$ cat src/rtl/buf_fifo_pkg.sv
// Shared constants and types for the show-ahead FIFO sequencer that
// drives the 8-entry x 64-bit two-port buffer.
package buf_fifo_pkg;
    localparam int FIFO_DW        = 64;
    localparam int FIFO_AW        = 3;
    localparam int FIFO_DEPTH     = 2 ** FIFO_AW;
    localparam int FIFO_AFULL_THR = 6;

    typedef logic [FIFO_AW:0] level_t;
endpackage

$ cat src/rtl/buf_fifo_ptr.sv
// Wrapping buffer pointer: AW address bits plus a wrap bit, with increment
// enable and synchronous clear.
module buf_fifo_ptr
    import buf_fifo_pkg::*;
#(
    parameter int AW = FIFO_AW
) (
    input  logic        clk,
    input  logic        rst,
    input  logic        clr,
    input  logic        inc,
    output logic [AW:0] ptr
);

    logic [AW:0] ptr_r;

    // Pointer register; the wrap bit toggles naturally as the binary count rolls over
    always_ff @(posedge clk or posedge rst) begin
        if (rst) begin
            ptr_r <= {(AW + 1){1'b0}};
        end else if (clr) begin
            ptr_r <= {(AW + 1){1'b0}};
        end else if (inc) begin
            ptr_r <= ptr_r + {{AW{1'b0}}, 1'b1};
        end
    end

    assign ptr = ptr_r;

endmodule

$ cat src/rtl/buf_fifo_ctrl.sv
// Show-ahead FIFO sequencer: drives a registered-read two-port buffer and
// prefetches the head entry into its output register to hide read latency.
module buf_fifo_ctrl
    import buf_fifo_pkg::*;
#(
    parameter int DW        = FIFO_DW,
    parameter int AW        = FIFO_AW,
    parameter int AFULL_THR = FIFO_AFULL_THR
) (
    input  logic          clk,
    input  logic          rst,
    input  logic          flush,
    input  logic          s_valid,
    output logic          s_ready,
    input  logic [DW-1:0] s_data,
    output logic          m_valid,
    input  logic          m_ready,
    output logic [DW-1:0] m_data,
    output logic          buf_wr_en,
    output logic [AW-1:0] buf_addr_wr,
    output logic [DW-1:0] buf_wr_data,
    output logic          buf_rd_en,
    output logic [AW-1:0] buf_addr_rd,
    input  logic [DW-1:0] buf_rd_data,
    output logic [AW:0]   level,
    output logic          afull,
    output logic          ovf_err,
    output logic          unf_err
);

    localparam logic [AW:0] DEPTH_C    = (AW + 1)'(2 ** AW);
    localparam logic [AW:0] FULL_LVL_C = (AW + 1)'(2 ** AW + 1);
    localparam logic [AW:0] AFULL_C    = (AW + 1)'(AFULL_THR);

    logic [AW:0] wptr_s;
    logic [AW:0] rptr_s;
    logic [AW:0] mem_cnt_r;
    logic [AW:0] mem_cnt_nxt_s;
    logic [AW:0] level_s;
    logic        m_valid_r;
    logic        ovf_err_r;
    logic        unf_err_r;
    logic        s_ready_s;
    logic        push_s;
    logic        fetch_s;

    buf_fifo_ptr #(.AW(AW)) u_wptr (
        .clk (clk),
        .rst (rst),
        .clr (flush),
        .inc (push_s),
        .ptr (wptr_s)
    );

    buf_fifo_ptr #(.AW(AW)) u_rptr (
        .clk (clk),
        .rst (rst),
        .clr (flush),
        .inc (fetch_s),
        .ptr (rptr_s)
    );

    // Handshake decode; everything is forced low while reset is held
    always_comb begin
        s_ready_s = 1'b0;
        push_s    = 1'b0;
        fetch_s   = 1'b0;
        if (rst) begin
            s_ready_s = 1'b0;
        end else begin
            s_ready_s = (mem_cnt_r != DEPTH_C) && !flush;
            push_s    = s_valid && s_ready_s;
            fetch_s   = (mem_cnt_r != {(AW + 1){1'b0}}) && (!m_valid_r || m_ready) && !flush;
        end
    end

    // Occupancy of the buffer proper; the prefetched head is tracked by m_valid
    always_comb begin
        mem_cnt_nxt_s = mem_cnt_r;
        if (flush) begin
            mem_cnt_nxt_s = {(AW + 1){1'b0}};
        end else begin
            case ({push_s, fetch_s})
                2'b10:   mem_cnt_nxt_s = mem_cnt_r + {{AW{1'b0}}, 1'b1};
                2'b01:   mem_cnt_nxt_s = mem_cnt_r - {{AW{1'b0}}, 1'b1};
                default: mem_cnt_nxt_s = mem_cnt_r;
            endcase
        end
    end

    // Occupancy and head-valid state
    always_ff @(posedge clk or posedge rst) begin
        if (rst) begin
            mem_cnt_r <= {(AW + 1){1'b0}};
            m_valid_r <= 1'b0;
        end else begin
            mem_cnt_r <= mem_cnt_nxt_s;
            if (flush) begin
                m_valid_r <= 1'b0;
            end else if (fetch_s) begin
                m_valid_r <= 1'b1;
            end else if (m_ready) begin
                m_valid_r <= 1'b0;
            end
        end
    end

    assign level_s = mem_cnt_r + {{AW{1'b0}}, m_valid_r};

    // Sticky protocol errors survive flush; only reset clears them
    always_ff @(posedge clk or posedge rst) begin
        if (rst) begin
            ovf_err_r <= 1'b0;
            unf_err_r <= 1'b0;
        end else begin
            if (s_valid && !s_ready_s && (level_s == FULL_LVL_C)) begin
                ovf_err_r <= 1'b1;
            end
            if (m_ready && !m_valid_r) begin
                unf_err_r <= 1'b1;
            end
        end
    end

    assign s_ready     = s_ready_s;
    assign buf_wr_en   = push_s;
    assign buf_addr_wr = wptr_s[AW-1:0];
    assign buf_wr_data = s_data;
    assign buf_rd_en   = fetch_s;
    assign buf_addr_rd = rptr_s[AW-1:0];
    assign m_valid     = m_valid_r;
    assign m_data      = buf_rd_data;
    assign level       = level_s;
    assign afull       = (level_s >= AFULL_C);
    assign ovf_err     = ovf_err_r;
    assign unf_err     = unf_err_r;

endmodule

$ cat config.mk
export PLATFORM = sky130hd
export DESIGN_NAME = buf_fifo_ctrl
export DESIGN_NICKNAME = d
export VERILOG_FILES = /design/src/rtl/buf_fifo_pkg.sv /design/src/rtl/buf_fifo_ptr.sv /design/src/rtl/buf_fifo_ctrl.sv
export SDC_FILE = /design/constraint.sdc
export NUM_CORES = 1
export LEC_CHECK = 0
export BUFFER_PORTS_ARGS = -buffer_cell sky130_fd_sc_hd__buf_2
export CORE_AREA = 2 2 108 110
export CTS_CLUSTER_DIAMETER = 150
export DETAILED_ROUTE_END_ITERATION = 10
export DIE_AREA = 0 0 110 112
export PLACE_DENSITY = 0.59
export SLEW_MARGIN = 15
export SYNTH_ARGS = -nofsm -noshare
export SYNTH_HDL_FRONTEND = slang
export SYNTH_SLANG_ARGS = --single-unit
$ cat constraint.sdc
create_clock -name clk -period 2.5 [get_ports clk]
set_input_delay 0.375 -clock clk [delete_from_list [all_inputs] [get_ports clk]]
set_output_delay 0.375 -clock clk [all_outputs]
set_load 0.01 [all_outputs]
======== After elaboration in Yosys (flattened, before gate mapping) ========
Index checks and enable logic that the tools add are counted.
storage, ports and cells
  bits in writable memories ............... 0
  memories kept ........................... 0
  register bits ........................... 15
  memory bits (read-only) ................. 0
  logic and storage cells ................. 44
  bits in latches ......................... 0
  output and inout bits ................... 145
  input port bits ......................... 133
cells by class
  reductions and logical operators ........ 16
  mux-type cells .......................... 12
  add/sub/neg operators ................... 5
  multiply operators ...................... 0
  $lt $le $gt $ge ......................... 1
  shifts and indexed selects .............. 0
  equal/unequal tests ..................... 4
  divide/modulo/power cells ............... 0
  bitwise gates (word level) .............. 0
operator list
  kind                                                  number
  2-to-1 mux 4 bit                                      5
  adder 4 x 1 -> 4 bit (second input constant)          3
  case mux 4 bit (2 select lines)                       1
  logical AND 1 bit                                     7
  2-to-1 mux 1 bit                                      6
  nonzero test 3 bit                                    2
  adder 4 x 1 -> 4 bit                                  1
  equality test 4 bit (second input constant)           1
  >= comparator 4 x 3 -> 1 bit (second input constant)  1
  != test 4 bit (second input constant)                 1
  nonzero test 2 bit                                    2
  nonzero test 4 bit                                    1
  subtractor 4 x 1 -> 4 bit (second input constant)     1
  zero test 1 bit                                       3
  equality test 2 x 1 -> 1 bit (second input constant)  1
  equality test 2 bit (second input constant)           1
  logical OR 1 bit                                      1

======== Depth between registers and ports, before layout ========
  word-level depth ........................ 8
  depth in mapped cells ................... 10
  depth with buffers taken out ............ 9

======== Modules after synthesis ========
A second synthesis with hierarchy kept.
second synthesis, totals
  cells, all modules ...................... 214
  area total of the unflattened synthesis .. 1,898.1 sq um
modules (own cells, without submodules)
  module         area an instance (sq um)  cells each  instances  sequential area each (sq um)
  buf_fifo_ctrl  1,505.2                   180         1          175.2
  buf_fifo_ptr   196.4                     17          2          100.1

======== Worst setup path before layout ========
No wires, ideal clock.
  path type ............................... reg2reg
  from .................................... register m_valid_r, in the netlist m_valid
  to ...................................... register mem_cnt_r[3]
  setup slack ............................. 0.008 ns
  setup time .............................. 0.132 ns
  period minus slack after synthesis ...... 2.492 ns
  required time ........................... 2.368 ns
  cell stages (with the launch flop) ...... 10
  arrival time ............................ 2.360 ns
  path buffers ............................ 1
  cells stage by stage .................... dfrtp_1 > nor2b_1 > or4_1 > buf_6 > nor2_1 > ha_1 > a21o_1 > a21oi_1 > mux2i_1 > o211ai_1
between the ends
  word-level cells in the longest chain between the ends .. 8
  elaborated cells between the ends (all ways) .. 10
  those cells by class .................... eq/ne (2); mux (3); reduce/logical (5)
RTL lines
  what                                                                        line                  RTL
  from (decl)                                                                 buf_fifo_ctrl.sv:40   logic m_valid_r;
  from (signal assigned)                                                      buf_fifo_ctrl.sv:95   m_valid_r <= 1'b0;
  from (signal assigned)                                                      buf_fifo_ctrl.sv:99   m_valid_r <= 1'b0;
  from (signal assigned)                                                      buf_fifo_ctrl.sv:101  m_valid_r <= 1'b1;
  zero test 1 bit (*)                                                         buf_fifo_ctrl.sv:73   fetch_s = (mem_cnt_r != {(AW + 1){1'b0}}) && (!m_valid_r || m_ready) && !flush;
  logical OR 1 bit (*)                                                        buf_fifo_ctrl.sv:73
  logical AND 1 bit (*) (2 in series)                                         buf_fifo_ctrl.sv:73
  2-to-1 mux 1 bit (*)                                                        buf_fifo_ctrl.sv:68   if (rst) begin
  equality test 2 x 1 -> 1 bit / equality test 2 bit (equally long branches)  buf_fifo_ctrl.sv:83   case ({push_s, fetch_s})
  case mux 4 bit (2 select lines)                                             buf_fifo_ctrl.sv:83
  2-to-1 mux 4 bit                                                            buf_fifo_ctrl.sv:80   if (flush) begin
  to (signal assigned)                                                        buf_fifo_ctrl.sv:94   mem_cnt_r <= {(AW + 1){1'b0}};
  to (signal assigned)                                                        buf_fifo_ctrl.sv:97   mem_cnt_r <= mem_cnt_nxt_s;
  to (decl)                                                                   buf_fifo_ctrl.sv:37   logic [AW:0] mem_cnt_r;
Mark *: on every way between the ends. The rest lies on a longest branch, timed or not.
A chain may end at the register's enable or synchronous reset.

======== Worst setup path after layout ========
  from .................................... register mem_cnt_r[0]
  to ...................................... register mem_cnt_r[3]
between the ends
  word-level cells in the longest chain between the ends .. 7
  elaborated cells between the ends (all ways) .. 15
  those cells by class .................... add/sub (2); eq/ne (3); mux (4); reduce/logical (6)
RTL lines
  what                                                                        line
  != test 4 bit / nonzero test 4 bit (equally long branches)                  buf_fifo_ctrl.sv:71, buf_fifo_ctrl.sv:73
  logical AND 1 bit (on tied branches)                                        buf_fifo_ctrl.sv:71, buf_fifo_ctrl.sv:73
  logical AND 1 bit (on tied branches)                                        buf_fifo_ctrl.sv:72, buf_fifo_ctrl.sv:73
  2-to-1 mux 1 bit                                                            buf_fifo_ctrl.sv:68
  equality test 2 x 1 -> 1 bit / equality test 2 bit (equally long branches)  buf_fifo_ctrl.sv:83
  case mux 4 bit (2 select lines)                                             buf_fifo_ctrl.sv:83
  2-to-1 mux 4 bit                                                            buf_fifo_ctrl.sv:80
Parallel ways exist; a longest one is shown, timed or not.

==> metrics.cfg <==
[die]
fp.dieW_um=110
core-area_mm2=0.0112
start_util_pct=15.7
fp-row-count=39
die_height_um=112
pin_count=278
dieArea_mm2=0.0123

[worst_setup_path]
cp-end-kind=register
critPathKind=register to register
critPathTopFamily=simple AND/OR/NAND/NOR gates
required_ps=2620
critical_path_buf_inv_count=0
path_cells=nor4_1, or4_1, nor2_1, ha_1, a21o_1, a21oi_1, mux2i_1, o211ai_1
slowest_stage=dfrtp_1
startpoint_type=register
worstPathArrival_ps=2450
worstPathMaxFanout=6
slowest_delay_ps=480

[synthesis]
synth_cell_type_count=29
syn_area_per_cell_um2=8.73
syn-num-nets=341
ys_ff_latch=13
synth_area_mm2=0.00175
syn_inst=201
seq_area_frac_synth_pct=18.5
ys_warn_count=0

[place]
post-place-ws_ps=110
io_buffers=21
placed_area_mm2=0.00109
dp.cells=240
gp_congestion=0.698
hpwl_um=2510

[routing]
drtIter0Drc=17
via_per_inst=3.21
num_vias=783
drc_errors=0
wl_per_cell_um=12.7
wl_um=3100
dr.pass1.iters=3
antenna_left=0

[grt]
antenna_found_initial=0
grt_pass1_wl_um=4570
gr-total-overflow=0
grt_pass1_vias=810
grt.total_usage_pct=4.92
grt_max_degree=14

[clock_tree]
hold_buffers=0
cts_sinks=13
cts_resized=0
clk_pin_slew_ps=50
cts_setup_buffers=0
clk_latency_ps=240
htree_levels=1
cts.root.buffer_cell=clkbuf_16
cts_tree=yes
clock_path_buffers=2
cts_buffers=3

[sta]
worstMarginPinSlew_ps=578
finClkSkew_ps=4.07
hold_ws_ps=237
finalSetupViolations=0
worst_slew_margin_rel_pct=61.4
rsz0062_at_grt=no
setup_tns_ps=0
fmax_mhz=430
drv_slew=0
fin_crit_ps=2330
fin_crit_sh_pct=93.1
finalHoldViolCount=0
layout_setup_ws_ps=173

[power]
p_per_area_mw_per_mm2=935
power_mw=1.10
ir_drop_mv=0.262
p_leak_nw=0.560

[cells_and_area]
fin_cells=244
seq_area_um2=327
n_fill_cell=1260
final_core_util_pct=10.5
final_net_count=242
layout_common_cells=21 x buf_2, 12 x dfrtp_1, 7 x nand2_1
area_delta_synth_final_pct=-33.2
final_common_cell=buf_2
multi_input_area_um2=429
diodes=0
drive_gt1_share_pct=35.6
final_area_mm2=0.00117

[outcome]
status=completed

[worst_hold_path]
hp-class=primary input to asynchronous set/reset pin

[job]
maxCapViolCount=0

[final timing paths]
| path | startpoint | to | slack (ps) | depth (start not counted) |
|---|---|---|---|---|
| min in group clk | m_ready | m_valid | 350 | 2 |
| max in group asynchronous | rst | mem_cnt_r[1] | 1850 | 2 |
| worst max register to register | mem_cnt_r[0] | mem_cnt_r[3] | 170 | 8 |
| worst max-delay path | mem_cnt_r[0] | mem_cnt_r[3] | 170 | 8 |
| worst min register to register | unf_err | unf_err | 450 | 1 |
| worst min-delay path | rst | mem_cnt_r[3] | 240 | 2 |
[Yosys cell counts]
library cell | instances | area, µm²
o31ai_1 | 1 | 7.51
nand2_1 | 7 | 26.3
a21oi_1 | 3 | 15.0
xnor2_1 | 2 | 17.5
nor4_1 | 2 | 12.5
nand3_1 | 2 | 10.0
nor3_1 | 1 | 5.00
buf_6 | 2 | 22.5
inv_1 | 2 | 7.51
nor2b_1 | 1 | 6.26
nor4b_2 | 1 | 15.0
a22o_1 | 2 | 17.5
o211ai_1 | 1 | 7.51
and2_4 | 1 | 8.76
nor4b_4 | 1 | 23.8
xor2_1 | 4 | 35.0
ha_1 | 6 | 75.1
or2b_1 | 1 | 7.51
clkinv_4 | 1 | 8.76
buf_4 | 128 | 961
or2_1 | 1 | 6.26
o21ai_0 | 2 | 10.0
fa_1 | 1 | 20.0
dfrtp_1 | 13 | 325
a21o_1 | 4 | 30.0
mux2_2 | 2 | 22.5
nor2_1 | 6 | 22.5
mux2i_1 | 2 | 20.0
or4_1 | 1 | 7.51
[flip-flops by register name (all words and copies together) (netlist names)]
register and cells:
u_rptr.ptr 3, unf_err 1, mem_cnt_r 4, ovf_err 1, u_wptr.ptr 3, m_valid 1
[report_power, final]
group / total [mW] / leakage (nW) / internal [mW] / switching [mW]
clock: 0.315 / 0.0382 / 0.216 / 0.0986
sequential: 0.342 / 0.169 / 0.265 / 0.0774
combinational: 0.439 / 0.353 / 0.210 / 0.229
[worst reg2reg max path: cells and delay by family, from the launching register on]
family	cells	cell delay, ps
simple gates	3	700
flops	1	480
mux	1	240
compound gates	3	540
fa+ha+maj	1	250
[layer usage]
metal	track usage, %	wire, µm	part of all wire, %
met4	5.23	361	12
met2	6.42	1220	39
met3	3.04	420	14
met5	0	0	0
met1	5.05	1100	35
[logic make-up (layout without fill, tap and decap cells)]
| family | Yosys count | in the layout | share of synthesized area [%] |
|---|---|---|---|
| multiplexers | 4 | 4 | 2.43 |
| AND/OR/NAND/NOR | 25 | 25 | 8.63 |
| AO/OA/AOI/OAI | 13 | 13 | 4.99 |
| XOR/XNOR | 6 | 6 | 3.00 |
| flip-flops | 13 | 13 | 18.5 |
| adder cells (fa/ha/maj) | 7 | 7 | 5.42 |
| buffers and inverters | 133 | 33 | 57.0 |
[final cells by class]
class | instances | area share (%)
Clock buffer | 4 | 6.72
Inverter | 3 | 1.39
Multi-Input combinational cell | 55 | 36.6
Sequential cell | 13 | 27.9
Tap cell | 143 | 15.3
Timing Repair Buffer | 26 | 12.2
(Power assumes the default switching activity.)
